## config.mk

```make
export PLATFORM = sky130hd
export DESIGN_NAME = pid_err_src
export DESIGN_NICKNAME = d
export VERILOG_FILES = /design/src/rtl/pid_pkg.sv /design/src/rtl/hdng_settle.sv /design/src/rtl/pid_err_src.sv
export SDC_FILE = /design/constraint.sdc
export NUM_CORES = 1
export LEC_CHECK = 0
export BUFFER_PORTS_ARGS = -buffer_cell sky130_fd_sc_hd__buf_2
export CORE_AREA = 2 2 69 71
export CTS_CLUSTER_SIZE = 40
export DETAILED_ROUTE_END_ITERATION = 8
export DIE_AREA = 0 0 71 73
export PLACE_DENSITY = 0.81
export SETUP_SLACK_MARGIN = 0.5
export SYNTH_ARGS = -nofsm -noshare
export SYNTH_HDL_FRONTEND = slang
export SYNTH_SLANG_ARGS = --single-unit
```

## constraint.sdc

```tcl
create_clock -name clk -period 1.48 [get_ports clk]
set_input_delay 0.074 -clock clk [delete_from_list [all_inputs] [get_ports clk]]
set_output_delay 0.074 -clock clk [all_outputs]
set_load 0.005 [all_outputs]
```

## src/rtl/pid_pkg.sv

```systemverilog
// Shared widths, limits and types for the heading PID error path.
package pid_pkg;

  localparam int unsigned HDNG_W = 12;
  localparam int unsigned ERR_W  = 10;
  localparam int unsigned DIFF_W = 11;

  localparam int ERR_MAX = 511;
  localparam int ERR_MIN = -512;

  typedef logic signed [HDNG_W-1:0] hdng_t;
  typedef logic signed [ERR_W-1:0]  err_t;
  typedef logic signed [DIFF_W-1:0] diff_t;

  // Clamp a wrapped 12-bit heading error into the 10-bit error range.
  function automatic err_t sat_err(hdng_t x);
    if (x > hdng_t'(ERR_MAX)) begin
      return err_t'(ERR_MAX);
    end else if (x < hdng_t'(ERR_MIN)) begin
      return err_t'(ERR_MIN);
    end else begin
      return x[ERR_W-1:0];
    end
  endfunction

endpackage

```

## src/rtl/hdng_settle.sv

```systemverilog
// Settle detector: counts consecutive in-threshold error strobes and raises a sticky at_hdng.
module hdng_settle
  import pid_pkg::*;
#(
  parameter int unsigned SETTLE_THRESH = 32,
  parameter int unsigned SETTLE_CNT    = 8
) (
  input  logic clk,
  input  logic rst_n,
  input  logic moving,
  input  logic err_vld,
  input  err_t err_sat,
  output logic at_hdng
);

  localparam int unsigned CntW = (SETTLE_CNT > 0) ? $clog2(SETTLE_CNT + 1) : 1;

  logic [CntW-1:0] cnt_q, cnt_d;
  logic            at_q, at_d;
  diff_t           err_ext;
  diff_t           err_mag;
  logic            in_thresh;

  // Magnitude at 11 bits so that -512 maps to +512 without overflow.
  assign err_ext   = diff_t'(err_sat);
  assign err_mag   = (err_ext < 0) ? -err_ext : err_ext;
  assign in_thresh = int'(err_mag) < int'(SETTLE_THRESH);

  always_comb begin
    cnt_d = cnt_q;
    at_d  = at_q;
    if (!moving) begin
      cnt_d = '0;
      at_d  = 1'b0;
    end else if (err_vld) begin
      if (in_thresh) begin
        if (cnt_q != CntW'(SETTLE_CNT)) begin
          cnt_d = cnt_q + 1'b1;
        end
        if (cnt_d == CntW'(SETTLE_CNT)) begin
          at_d = 1'b1;
        end
      end else begin
        cnt_d = '0;
        at_d  = 1'b0;
      end
    end
  end

  always_ff @(posedge clk or negedge rst_n) begin
    if (!rst_n) begin
      cnt_q <= '0;
      at_q  <= 1'b0;
    end else begin
      cnt_q <= cnt_d;
      at_q  <= at_d;
    end
  end

  // An out-of-threshold strobe drops the flag in the same cycle it is presented.
  assign at_hdng = at_q & ~(err_vld & ~in_thresh);

endmodule

```

## src/rtl/pid_err_src.sv

```systemverilog
// Heading error front end: wrap, saturate, blank after start, settle flag, optional D difference.
// Optional feature macro: PID_ERR_DIFF_EN enables the sample-to-sample D_diff output.
module pid_err_src
  import pid_pkg::*;
#(
  parameter int unsigned BLANK_CNT     = 2,
  parameter int unsigned SETTLE_THRESH = 32,
  parameter int unsigned SETTLE_CNT    = 8
) (
  input  logic  clk,
  input  logic  rst_n,
  input  logic  moving,
  input  hdng_t hdng,
  input  hdng_t dsrd_hdng,
  input  logic  hdng_vld,
  output err_t  err_sat,
  output logic  err_vld,
  output logic  at_hdng,
  output diff_t D_diff
);

  localparam int unsigned BlankW = (BLANK_CNT > 0) ? $clog2(BLANK_CNT + 1) : 1;

  logic              s1_vld_q, s1_vld_d;
  hdng_t             err_raw_q, err_raw_d;
  err_t              err_sat_q, err_sat_d;
  logic              err_vld_q, err_vld_d;
  logic [BlankW-1:0] blank_q, blank_d;
  err_t              err_new;
  logic              take_unblanked;

  assign err_new        = sat_err(err_raw_q);
  assign take_unblanked = moving & s1_vld_q & (blank_q == '0);

  always_comb begin
    s1_vld_d  = moving & hdng_vld;
    err_raw_d = err_raw_q;
    if (moving && hdng_vld) begin
      // 12-bit subtraction wraps modulo 4096, which handles heading wrap.
      err_raw_d = hdng - dsrd_hdng;
    end
  end

  always_comb begin
    err_sat_d = err_sat_q;
    err_vld_d = 1'b0;
    blank_d   = blank_q;
    if (!moving) begin
      err_sat_d = '0;
      blank_d   = BlankW'(BLANK_CNT);
    end else if (s1_vld_q) begin
      err_sat_d = err_new;
      if (blank_q != '0) begin
        blank_d = blank_q - 1'b1;
      end else begin
        err_vld_d = 1'b1;
      end
    end
  end

  always_ff @(posedge clk or negedge rst_n) begin
    if (!rst_n) begin
      s1_vld_q  <= 1'b0;
      err_raw_q <= '0;
      err_sat_q <= '0;
      err_vld_q <= 1'b0;
      blank_q   <= BlankW'(BLANK_CNT);
    end else begin
      s1_vld_q  <= s1_vld_d;
      err_raw_q <= err_raw_d;
      err_sat_q <= err_sat_d;
      err_vld_q <= err_vld_d;
      blank_q   <= blank_d;
    end
  end

  assign err_sat = err_sat_q;
  assign err_vld = err_vld_q;

`ifdef PID_ERR_DIFF_EN
  err_t  prev_q, prev_d;
  logic  first_q, first_d;
  diff_t diff_q, diff_d;

  always_comb begin
    prev_d  = prev_q;
    first_d = first_q;
    diff_d  = diff_q;
    if (!moving) begin
      prev_d  = '0;
      first_d = 1'b1;
      diff_d  = '0;
    end else if (take_unblanked) begin
      // First unblanked sample after start has no history, so it differences to zero.
      diff_d  = first_q ? '0 : (diff_t'(err_new) - diff_t'(prev_q));
      prev_d  = err_new;
      first_d = 1'b0;
    end
  end

  always_ff @(posedge clk or negedge rst_n) begin
    if (!rst_n) begin
      prev_q  <= '0;
      first_q <= 1'b1;
      diff_q  <= '0;
    end else begin
      prev_q  <= prev_d;
      first_q <= first_d;
      diff_q  <= diff_d;
    end
  end

  assign D_diff = diff_q;
`else
  logic unused_take;
  assign unused_take = take_unblanked;
  assign D_diff      = '0;
`endif

  hdng_settle #(
    .SETTLE_THRESH (SETTLE_THRESH),
    .SETTLE_CNT    (SETTLE_CNT)
  ) u_settle (
    .clk     (clk),
    .rst_n   (rst_n),
    .moving  (moving),
    .err_vld (err_vld_q),
    .err_sat (err_sat_q),
    .at_hdng (at_hdng)
  );

endmodule

```

# [After elaboration in Yosys (flattened, before gate mapping)]
# Index checks and enable logic that the tools add are counted.
# Widths: inputs -> output; s select.
[classes] add_sub_neg=4 n_lt_le_gt_ge=4 muxes=22 eq_ne=6 reduce_logical=4 bitwise_logic=5
[ops] cell="$mux 10" count=4
[ops] cell="$mux 4" count=7
[ops] cell="$gt 12x10->1 const B" count=1
[ops] cell="$lt 12x10->1 const B" count=1
[ops] cell="$sub 12x12->12" count=1
[ops] cell="$lt 11x7->1 const B" count=1
[ops] cell="$mux 11" count=1
[ops] cell="$neg 10->11" count=1
[ops] cell="$lt 10x1->1 const B" count=1
[ops] cell="$mux 1" count=7
[ops] cell="$mux 2" count=3
[ops] cell="$ne 2x1->1 const B" count=3
[ops] cell="$add 4x1->4 const B" count=1
[ops] cell="$eq 4x4->1 const B" count=1
[ops] cell="$ne 4x4->1 const B" count=1
[ops] cell="$reduce_and 2->1" count=2
[ops] cell="$and 1x1->1" count=3
[ops] cell="$ne 3x3->1 const B" count=1
[ops] cell="$not 1->1" count=2
[ops] cell="$reduce_bool 2->1" count=1
[ops] cell="$sub 2x1->2 const B" count=1
[ops] cell="$logic_and 1x1->1" count=1
[totals] wordCells=52 out_inout_bits=23 ff_bits=31

# [Depth between registers and ports, before layout]
# Gate-level depths: netlist of run 1.
[depth] word_depth=11 mapped_depth=8

# [Cells and area by module]
# From an unflattened synthesis of run 1, not the netlist that was laid out.
[unflattened] cells_unflattened=240 area_unflattened_um2=2077.0
[modules_own_cells] mod="pid_err_src" cells_per_inst=196 area_per_inst_um2=1680.4 n_inst=1
[modules_own_cells] mod="hdng_settle" cells_per_inst=44 area_per_inst_um2=396.6 n_inst=1

# [Worst setup path after synthesis of run 1]
# Ideal clock, no wire load.
[synth_path] path_kind="input -> register" from="in hdng[0]" to="reg err_raw_q[10]" path_slack_ns=-0.134 n_path_buf=0 setup_time_ns=0.139 t_required_ns=1.341 t_arrival_ns=1.476 cell_stages=8 path_cell_list="inv_1 > ha_1 > fa_1 > nor2b_1 > o211ai_1 > a21boi_0 > nand4bb_1 > nand3_1"
[synth_between] elab_chain_cells=1
[synth_lines] element="start, declared" line_no="pid_err_src.sv:13" text="input hdng_t hdng,"
[synth_lines] element="$sub 12x12->12" line_no="pid_err_src.sv:40" text="err_raw_d = hdng - dsrd_hdng;"
[synth_lines] element="end signal, assigned" line_no="pid_err_src.sv:70" text="err_raw_q <= err_raw_d;"
[synth_lines] element="end, declared" line_no="pid_err_src.sv:25" text="hdng_t err_raw_q, err_raw_d;"
# No other way between the ends.
# A chain may end at the register's enable or synchronous reset.

# [Final worst setup path of run 1]
[layout_path] from="reg err_sat_q[1] (netlist: err_sat[1])" to="out at_hdng"
[layout_between] elab_chain_cells=7 word_cells_on_any_way=8
[layout_lines] element="start, declared" line_no="pid_err_src.sv:26" text="err_t err_sat_q, err_sat_d;"
[layout_lines] element="start signal, assigned" line_no="pid_err_src.sv:71" text="err_sat_q <= err_sat_d;"
[layout_lines] element="$neg 10->11 or $lt 10x1->1 (tied branches)" line_no="hdng_settle.sv:26" text="assign err_mag = (err_ext < 0) ? -err_ext : err_ext;"
[layout_lines] element="$mux 11 *" line_no="hdng_settle.sv:26"
[layout_lines] element="$lt 11x7->1 *" line_no="hdng_settle.sv:27" text="assign in_thresh = int'(err_mag) < int'(SETTLE_THRESH);"
[layout_lines] element="$not 1->1 *" line_no="hdng_settle.sv:61" text="assign at_hdng = at_q & ~(err_vld & ~in_thresh);"
[layout_lines] element="$and 1x1->1 *" line_no="hdng_settle.sv:61"
[layout_lines] element="$not 1->1 *" line_no="hdng_settle.sv:61"
[layout_lines] element="$and 1x1->1 *" line_no="hdng_settle.sv:61"
[layout_lines] element="end, declared" line_no="pid_err_src.sv:18" text="output logic at_hdng,"
# Mark *: on every way between the ends. The rest lies on a longest branch, timed or not.

==> results of run 1 <==
[power breakdown]
| part | internal, mW | switching, mW | total, mW |
|---|---|---|---|
| clock | 0.374 | 0.308 | 0.682 |
| sequential | 0.953 | 0.108 | 1.06 |
| combinational | 0.436 | 0.451 | 0.887 |
[worst max-delay path, stage by stage, from the launching register on]
cell and delay, ns:
dfrtp_1 0.38, or4_4 0.55, o211ai_4 0.19, nand3_2 0.10, and2_4 0.15, buf_6 0.11
[path summary, 6_finish.rpt]
path / endpoint / from / slack (ns) / cells after the start
setup / recovery: at_hdng / err_sat[1]$_DFFE_PN0P_ / -0.35 / 5
hold / removal: err_raw_q[0]$_DFFE_PN0P_ / dsrd_hdng[0] / 0.11 / 3
setup reg to reg: u_settle.cnt_q[2]$_DFFE_PN0P_ / err_sat[1]$_DFFE_PN0P_ / -0.33 / 7
hold reg to reg: err_raw_q[1]$_DFFE_PN0P_ / err_raw_q[1]$_DFFE_PN0P_ / 0.51 / 2
max in group asynchronous: blank_q[1]$_DFFE_PN1P_ / rst_n / 0.86 / 2
min in group asynchronous: err_sat[0]$_DFFE_PN0P_ / rst_n / 0.28 / 2
[state kept, by name, summed over array words and instances, names as in the netlist]
register	flops
blank_q	2
err_raw_q	12
err_sat	10
err_vld	1
s1_vld_q	1
u_settle.at_q	1
u_settle.cnt_q	4
[placed cells by master, fill, tap and decap left out, types with 3 or more instances in the layout]
master and count:
o21ai_1 11, o21ai_2 6, nand2_1 32, nand2b_1 3
conb_1 11, nor2_1 7, a21o_1 5, dfrtp_2 4
nor2_2 8, buf_6 15, nor3b_1 3, clkbuf_8 6
ha_4 7, dfrtp_1 26, buf_2 31, buf_4 18
inv_1 12, nand4_1 3, xor2_1 3, nand3_1 6
a21oi_2 3, ha_1 5, nor2_4 3, o211ai_1 4
xnor2_2 3
[cells by family (layout without fill, tap and decap cells)]
family	count (synthesis)	after routing
fa+ha+maj	15	15
mux	2	2
compound gates	55	55
other cells	1	11
xor+xnor	8	8
simple gates	88	90
flops	31	31
buf+inv	34	93
[area by class of cell]
class / instances / area share [%]
Timing Repair Buffer: 68 / 16.7
Clock buffer: 7 / 2.85
Clock inverter: 1 / 0.165
Multi-Input combinational cell: 181 / 48.9
Tap cell: 54 / 2.23
Inverter: 17 / 3.42
Sequential cell: 31 / 25.8
[through the flow]
stage	cells	TNS (ns)
after global routing	359	-1.73
after global placement	336	-0.921
final	359	-1.51
after CTS	351	-1.45
after detailed placement	336	-1.17
after floorplan	244	-0.258
[per-layer routing]
| layer | global-route usage (%) | vias up | wire length [microns] |
|---|---|---|---|
| met5 | 0 | - | 0 |
| met2 | 32.9 | 58 | 2500 |
| met1 | 22.2 | 910 | 2020 |
| met4 | 6.50 | 0 | 150 |
| met3 | 4.83 | 10 | 218 |
| li1 | - | 935 | - |
[timing repair]
action | CTS | global route
endpoints found under the hold margin | 30 | 0
endpoints found under the setup margin | 32 | 32
cloned | 0 | 3
pin swaps | 18 | 31
setup buffers | 6 | 5
hold buffers | 1 | 0
resized for setup | 31 | 51
==> run_results.csv, run 1 <==
group,metric,value,unit
status,status,"finished, violations left",
status,violations,"setup timing",
timing,max_freq,0.545,GHz
clock_tree,clk_pin_slew,0.06,ns
timing,setup_viol,5,
synth,async_flop_share,100,%
layout,layout-drive-gt1-share,46.6,%
floorplan,core,4540,sq um
timing,skew,0.00598,ns
floorplan,die_h,73,microns
synth,dominantRegCellSynth,"dfrtp_1",
synth,synthSimpleGateAreaFrac,20.9,%
setup_path,path_class,"flip-flop to output port",
synth,netlist_area,2040,sq um
pwr,power_leakage,1.41,nW
routing,vias,1913,
placement,portBuffers,39,
floorplan,die_area,5180,sq um
placement,dpl_worst_slack,-0.289,ns
synth,synthAdderAreaFrac,9.56,%
clock_tree,cts_made_buffers,5,
layout,fin_area,3030,sq um
grt,grt_max_degree,32,
layout,diodes,0,
floorplan,ioPinCount,51,
synth,ys_ff_latch,31,
layout,utilization,66.9,%
synth,synth.area.top_cells,"dfrtp_1, ha_1, nand2_1",
synth,avgSynthCellArea,8.73,sq um
timing,rsz0062_at_grt,"true",
timing,timing.final.ws_setup,-0.354,ns
synth,yosys_warnings,0,
routing,first_pass_iters,4,
setup_path,cp-end-kind,"output port",
synth,synth.area.mux_share,0.980,%
synth,synth.most_common_cell,"nand2_1",
placement,dpl_cell_area,2540,sq um
synth,ys_top_cells_by_count,"nand2_1, dfrtp_1, o21ai_0",
floorplan,start_util,45.0,%
synth,synth_largest_area_cell,"dfrtp_1",
routing,finalWirelength,4880,microns
timing,hold_viol_final,0,
min_path,hp-class,"primary input to flip-flop",
clock_tree,clk_latency,0.28,ns
clock_tree,cts.sinks,31,
placement,gp_congestion,0.891,
layout,multi_input_area,1480,sq um
pwr,power,2.63,mW
timing,slew_violations,0,
run,cap_violations,0,
timing,hold-worst-slack,0.108,ns
placement,dp_hpwl,3150,microns
floorplan,rows,25,
layout,area_growth,48.6,%
pwr,peakVddDrop,0.394,mV
synth,ys_seq_area_share,38.1,%
grt,grt_antenna_before_repair,0,
synth,synth_xor_area_share,3.43,%
setup_path,cp_data_required_time,1.41,ns
routing,drt-initial-drc-count,96,
grt,grt_pass1_vias,1741,
synth,synth_edf_count,0,
clock_tree,htreeDepth,2,
synth,synth_top_area_share,36.8,%
clock_tree,clock_path_buffers,2,
layout,fin_nets,347,
floorplan,die_w,71,microns
routing,ant_nets,0,
synth,synthDistinctLibCells,48,
grt,grt_pass1_wl,7620,microns
synth,synthCells,234,
layout,layout.area.seq,782,sq um
grt,grt_overflow,0,
routing,wl_per_cell,13.6,microns
routing,drc,0,
synth,synth_compound_area_share,18.6,%
clock_tree,cts_root_buffer,"clkbuf_8",
layout,nFillCells,327,
timing,fin_crit,1.83,ns
timing,finalCritPeriodShare,124,%
pwr,power_density,867,nW/um^2
clock_tree,cts_tree,"done",
setup_path,cp_max_fo,2,
grt,grtUsageTotal,18.7,%
routing,detail_route.vias_per_cell,5.33,
synth,synth_top_family_by_area,"simple AND/OR/NAND/NOR gates",
setup_path,start_kind,"flip-flop",
setup_path,cp_data_arrival_time,1.76,ns
(Power assumes the default switching activity.)
==> inputs of run 2 (changes only) <==
--- a/config.mk
+++ b/config.mk
@@ -5,11 +5,11 @@
 export SDC_FILE = /design/constraint.sdc
 export NUM_CORES = 1
 export LEC_CHECK = 0
-export BUFFER_PORTS_ARGS = -buffer_cell sky130_fd_sc_hd__buf_2
-export CORE_AREA = 2 2 69 71
+export CORE_AREA = 2 2 63 65
 export CTS_CLUSTER_SIZE = 40
 export DETAILED_ROUTE_END_ITERATION = 8
-export DIE_AREA = 0 0 71 73
+export DIE_AREA = 0 0 65 67
+export DONT_BUFFER_PORTS = 1
 export PLACE_DENSITY = 0.81
 export SETUP_SLACK_MARGIN = 0.5
 export SYNTH_ARGS = -nofsm -noshare
==> run_results.csv, run 2 (synthesized netlist as in run 1, its figures left out) <==
group,metric,value,unit
status,status,"finished, violations left",
status,violations,"setup timing",
setup_path,path_class,"flip-flop to output port",
floorplan,die_area,4360,sq um
clock_tree,clock_path_buffers,2,
pwr,power_density,962,nW/um^2
placement,portBuffers,0,
routing,drt-initial-drc-count,44,
setup_path,ff2ff_setup_slack,-0.27,ns
timing,timing.final.ws_setup,-0.296,ns
setup_path,start_kind,"flip-flop",
grt,grt_pass1_vias,1604,
placement,dp_hpwl,3050,microns
layout,final_common_cell,"nand2_1",
routing,wl_met2,2560,microns
timing,fin_crit,1.78,ns
clock_tree,htreeDepth,2,
routing,vias,1795,
routing,m1WireLength,1850,microns
timing,rsz0062_at_grt,"true",
setup_path,cp_slowest_cell,"or4_4",
routing,wl_met3,255,microns
routing,wl_per_cell,15.2,microns
setup_path,slowest_delay,0.56,ns
floorplan,core,3610,sq um
routing,finalWirelength,4740,microns
clock_tree,cts_tree,"done",
timing,max_freq,0.563,GHz
placement,gp_congestion,0.795,
pwr,power_leakage,1.22,nW
pwr,power,2.69,mW
routing,first_pass_iters,4,
setup_path,crit_cells,4,
layout,largest_reg_flops,12,
routing,top_layer,"met4",
min_path,min_delay_path_depth,2,
run,cap_violations,0,
layout,regMostFlops,"err_raw_q",
min_path,hold_path.startpoint,"dsrd_hdng[0]",
layout,area_growth,36.7,%
layout,fin_nets,305,
setup_path,cp_data_required_time,1.41,ns
min_path,hp-class,"primary input to flip-flop",
clock_tree,clk_latency,0.29,ns
timing,finalCritPeriodShare,120,%
floorplan,die_h,67,microns
layout,nFillCells,235,
grt,grt_pass1_wl,7060,microns
layout,diodes,0,
setup_path,cp_data_arrival_time,1.70,ns
pwr,peakVddDrop,0.454,mV
timing,hold_viol_final,0,
setup_path,crit_buf_inv,0,
timing,setup_viol,6,
layout,utilization,77.4,%
routing,detail_route.vias_per_cell,5.77,
grt,grt_overflow,0,
setup_path,reg2reg_depth,6,
floorplan,die_w,65,microns
layout,final_cell_mix,"nand2_1, dfrtp_1, buf_4",
setup_path,r2r-start,"err_sat[2]$_DFFE_PN0P_",
clock_tree,clk_pin_slew,0.07,ns
routing,drc,0,
setup_path,cp_max_fo,2,
clock_tree,cts_root_buffer,"clkbuf_8",
timing,skew,0.00562,ns
floorplan,rows,22,
clock_tree,cts_made_buffers,5,
clock_tree,cts.sinks,31,
timing,slew_violations,0,
layout,layout-drive-gt1-share,37.3,%
placement,dpl_cell_area,2300,sq um
floorplan,ioPinCount,51,
setup_path,worstSetupStartpoint,"err_sat[2]$_DFFE_PN0P_",
timing,hold-worst-slack,0.0353,ns
routing,ant_nets,0,
grt,grt_max_degree,32,
floorplan,start_util,56.6,%
layout,fin_area,2790,sq um
grt,grtUsageTotal,21.1,%
grt,grt_antenna_before_repair,0,
setup_path,crit_chain,"or4_4 > o211ai_4 > nand3_2 > and2_4",
setup_path,cpLargestDelayFamily,"simple AND/OR/NAND/NOR gates",
setup_path,cp-end-kind,"output port",
## run 2: changes by cell type in the layout (fill, tap and decap cells not counted), sizes merged
| cell | delta |
|---|---|
| dlygate4sd3 | +2 |
| clkbuf | -2 |
| buf | -43 |
| bufinv | +1 |
## run 2: where the power goes
| part | total [mW] | switching [mW] | leakage [nW] | internal (mW) |
|---|---|---|---|---|
| sequential | 1.06 | 0.105 | 0.403 | 0.951 |
| clock | 0.865 | 0.321 | 0.0612 | 0.544 |
| combinational | 0.765 | 0.405 | 0.754 | 0.360 |
| total | 2.69 | 0.831 | 1.22 | 1.85 |
## run 2: stage by stage
stage	cells	worst slack, ns	TNS (ns)
finish	311	-0.296	-1.45
CTS	299	-0.279	-1.23
detailed placement	286	-0.115	-0.481
global route	311	-0.347	-1.79
floorplan	244	-0.0959	-0.258
global placement	286	-0.0893	-0.299
## run 2: path summary, 6_finish.rpt
kind                                                  to
max                                              at_hdng
min                             err_raw_q[0]$_DFFE_PN0P_
max reg2reg                u_settle.cnt_q[2]$_DFFE_PN0P_
min reg2reg                     err_raw_q[3]$_DFFE_PN0P_
max in group asynchronous         blank_q[1]$_DFFE_PN1P_
min in group asynchronous  u_settle.cnt_q[3]$_DFFE_PN0P_
## run 2: timing repair
| action | in CTS | in global routing |
|---|---|---|
| gates resized for setup | 22 | 47 |
| setup buffers | 2 | 8 |
| pin swaps | 15 | 28 |
| cloned | 0 | 3 |
| hold buffers | 3 | 1 |
| endpoints found under the setup margin | 24 | 24 |
| endpoints found under the hold margin | 36 | 5 |
## run 2: final cells by class
type	instances	area, sq um	area share, %
inverters	17	120	4.30
well taps	48	60.1	2.15
clock inverters	2	35.0	1.26
repair buffers	26	243	8.70
clock buffers	6	82.6	2.96
flip-flops and latches	31	779	27.9
multi-input cells	181	1470	52.7
## run 2: routing by layer
| layer | up-vias | GRT usage (%) |
|---|---|---|
| li1 | 858 | - |
| met1 | 864 | 25.2 |
| met2 | 67 | 36.6 |
| met3 | 6 | 3.55 |
| met4 | 0 | 10.4 |
| met5 | - | 0 |
==> inputs of run 3 (changes only) <==
--- a/config.mk
+++ b/config.mk
@@ -10,7 +10,7 @@
 export DETAILED_ROUTE_END_ITERATION = 8
 export DIE_AREA = 0 0 65 67
 export DONT_BUFFER_PORTS = 1
-export PLACE_DENSITY = 0.81
+export PLACE_DENSITY = 0.75
 export SETUP_SLACK_MARGIN = 0.5
 export SYNTH_ARGS = -nofsm -noshare
 export SYNTH_HDL_FRONTEND = slang
==> run_results.csv, run 3 (synthesized netlist as in run 1, its figures left out) <==
group,metric,value,unit
routing,finalWirelength,4740,microns
setup_path,cp_data_arrival_time,1.67,ns
timing,fin_crit,1.75,ns
layout,multi_input_area,1480,sq um
timing,setup_viol,6,
routing,drt-initial-drc-count,63,
setup_path,start_kind,"flip-flop",
clock_tree,cts_tree,"done",
min_path,hp-class,"primary input to flip-flop",
floorplan,rows,22,
floorplan,start_util,56.6,%
floorplan,core,3610,sq um
timing,rsz0062_at_grt,"true",
layout,regMostFlops,"err_raw_q",
pwr,power_leakage,1.22,nW
layout,layout-drive-gt1-share,37.1,%
timing,skew,0.00341,ns
timing,tns,-1.27,ns
grt,grt_max_degree,32,
clock_tree,clk_latency,0.28,ns
routing,vias,1748,
clock_tree,clk_pin_slew,0.06,ns
grt,grt_overflow,0,
placement,portBuffers,0,
clock_tree,htreeDepth,2,
pwr,power_density,917,nW/um^2
layout,nFillCells,237,
status,status,"finished, violations left",
layout,final_common_cell,"nand2_1",
layout,fin_nets,306,
setup_path,path_class,"flip-flop to output port",
pwr,peakVddDrop,0.467,mV
setup_path,cp_data_required_time,1.41,ns
layout,layout.area.seq,779,sq um
grt,grt_antenna_before_repair,0,
run,cap_violations,0,
routing,drc,0,
routing,ant_nets,0,
routing,detail_route.vias_per_cell,5.60,
layout,diodes,0,
floorplan,ioPinCount,51,
timing,finalCritPeriodShare,118,%
floorplan,die_h,67,microns
timing,hold_viol_final,0,
clock_tree,cts.sinks,31,
layout,largest_reg_flops,12,
layout,fin_area,2780,sq um
status,violations,"setup timing",
grt,grt_pass1_vias,1614,
grt,grt_pass1_wl,7150,microns
clock_tree,clock_path_buffers,2,
grt,grtUsageTotal,21.5,%
placement,dpl_cell_area,2300,sq um
floorplan,die_w,65,microns
placement,dp_hpwl,2920,microns
clock_tree,cts_made_buffers,5,
layout,area_growth,36.0,%
placement,dpl_worst_slack,-0.119,ns
routing,wl_per_cell,15.2,microns
routing,first_pass_iters,4,
timing,max_freq,0.572,GHz
timing,timing.final.ws_setup,-0.268,ns
placement,gp_congestion,0.844,
clock_tree,cts_root_buffer,"clkbuf_8",
setup_path,cp_max_fo,2,
floorplan,die_area,4360,sq um
layout,final_cell_mix,"nand2_1, dfrtp_1, buf_4",
setup_path,cp-end-kind,"output port",
timing,slew_violations,0,
==> run 3: through the flow <==
step / cells / total power, mW / utilization [%] / hold slack [ns]
after floorplan: 244 / 1.49 / - / -0.222
after global placement: 286 / 1.56 / 63.7 / -0.221
after detailed placement: 286 / 1.57 / 63.7 / -0.221
after CTS: 303 / 2.38 / 71.3 / 0.0102
after global routing: 312 / 2.69 / 77.0 / 0.0237
final: 312 / 2.55 / 77.0 / 0.0293
==> run 3: critical path, cell delays in order, from the launching register on <==
cell and delay, ns:
dfrtp_1 0.38, or4_4 0.55, o211ai_4 0.19, nand3_2 0.11, and2_4 0.16
==> run 3: final timing paths <==
| path | start | end | slack (ns) | cells past startpoint |
|---|---|---|---|---|
| setup / recovery | err_sat[2]$_DFFE_PN0P_ | at_hdng | -0.27 | 4 |
| min in group asynchronous | rst_n | u_settle.cnt_q[1]$_DFFE_PN0P_ | 0.24 | 2 |
| hold / removal | hdng[11] | err_raw_q[11]$_DFFE_PN0P_ | 0.03 | 3 |
| hold reg to reg | err_raw_q[3]$_DFFE_PN0P_ | err_raw_q[3]$_DFFE_PN0P_ | 0.50 | 2 |
| setup reg to reg | err_sat[2]$_DFFE_PN0P_ | u_settle.cnt_q[2]$_DFFE_PN0P_ | -0.24 | 6 |
| max in group asynchronous | rst_n | blank_q[1]$_DFFE_PN1P_ | 1.00 | 2 |
==> run 3: timing repair <==
action | in CTS | in global routing
gates resized for setup | 20 | 45
pin swaps | 17 | 33
buffers inserted | 6 | 5
cloned | 0 | 3
endpoints found under the hold margin | 36 | 7
hold buffers | 3 | 1
setup endpoints to repair | 23 | 25
==> run 3: cell type report <==
type / instances / area share [%]
Multi-Input combinational cell: 181 / 53.2
Sequential cell: 31 / 28.1
Timing Repair Buffer: 27 / 8.70
Inverter: 17 / 4.24
Clock buffer: 8 / 3.61
Tap cell: 48 / 2.16
==> run 3: routing by layer <==
metal  part of all wire (%)  track usage (%)  vias up
met5                      0                0        -
met4                    1.8             8.78        0
met3                    5.2             6.08        7
met2                     53             37.5       44
met1                     40             24.9      840
li1                       -                -      857
==> run 3: power breakdown <==
| part | total, mW | switching [mW] | internal [mW] |
|---|---|---|---|
| clock | 0.723 | 0.300 | 0.424 |
| sequential | 1.06 | 0.106 | 0.951 |
| combinational | 0.765 | 0.406 | 0.360 |
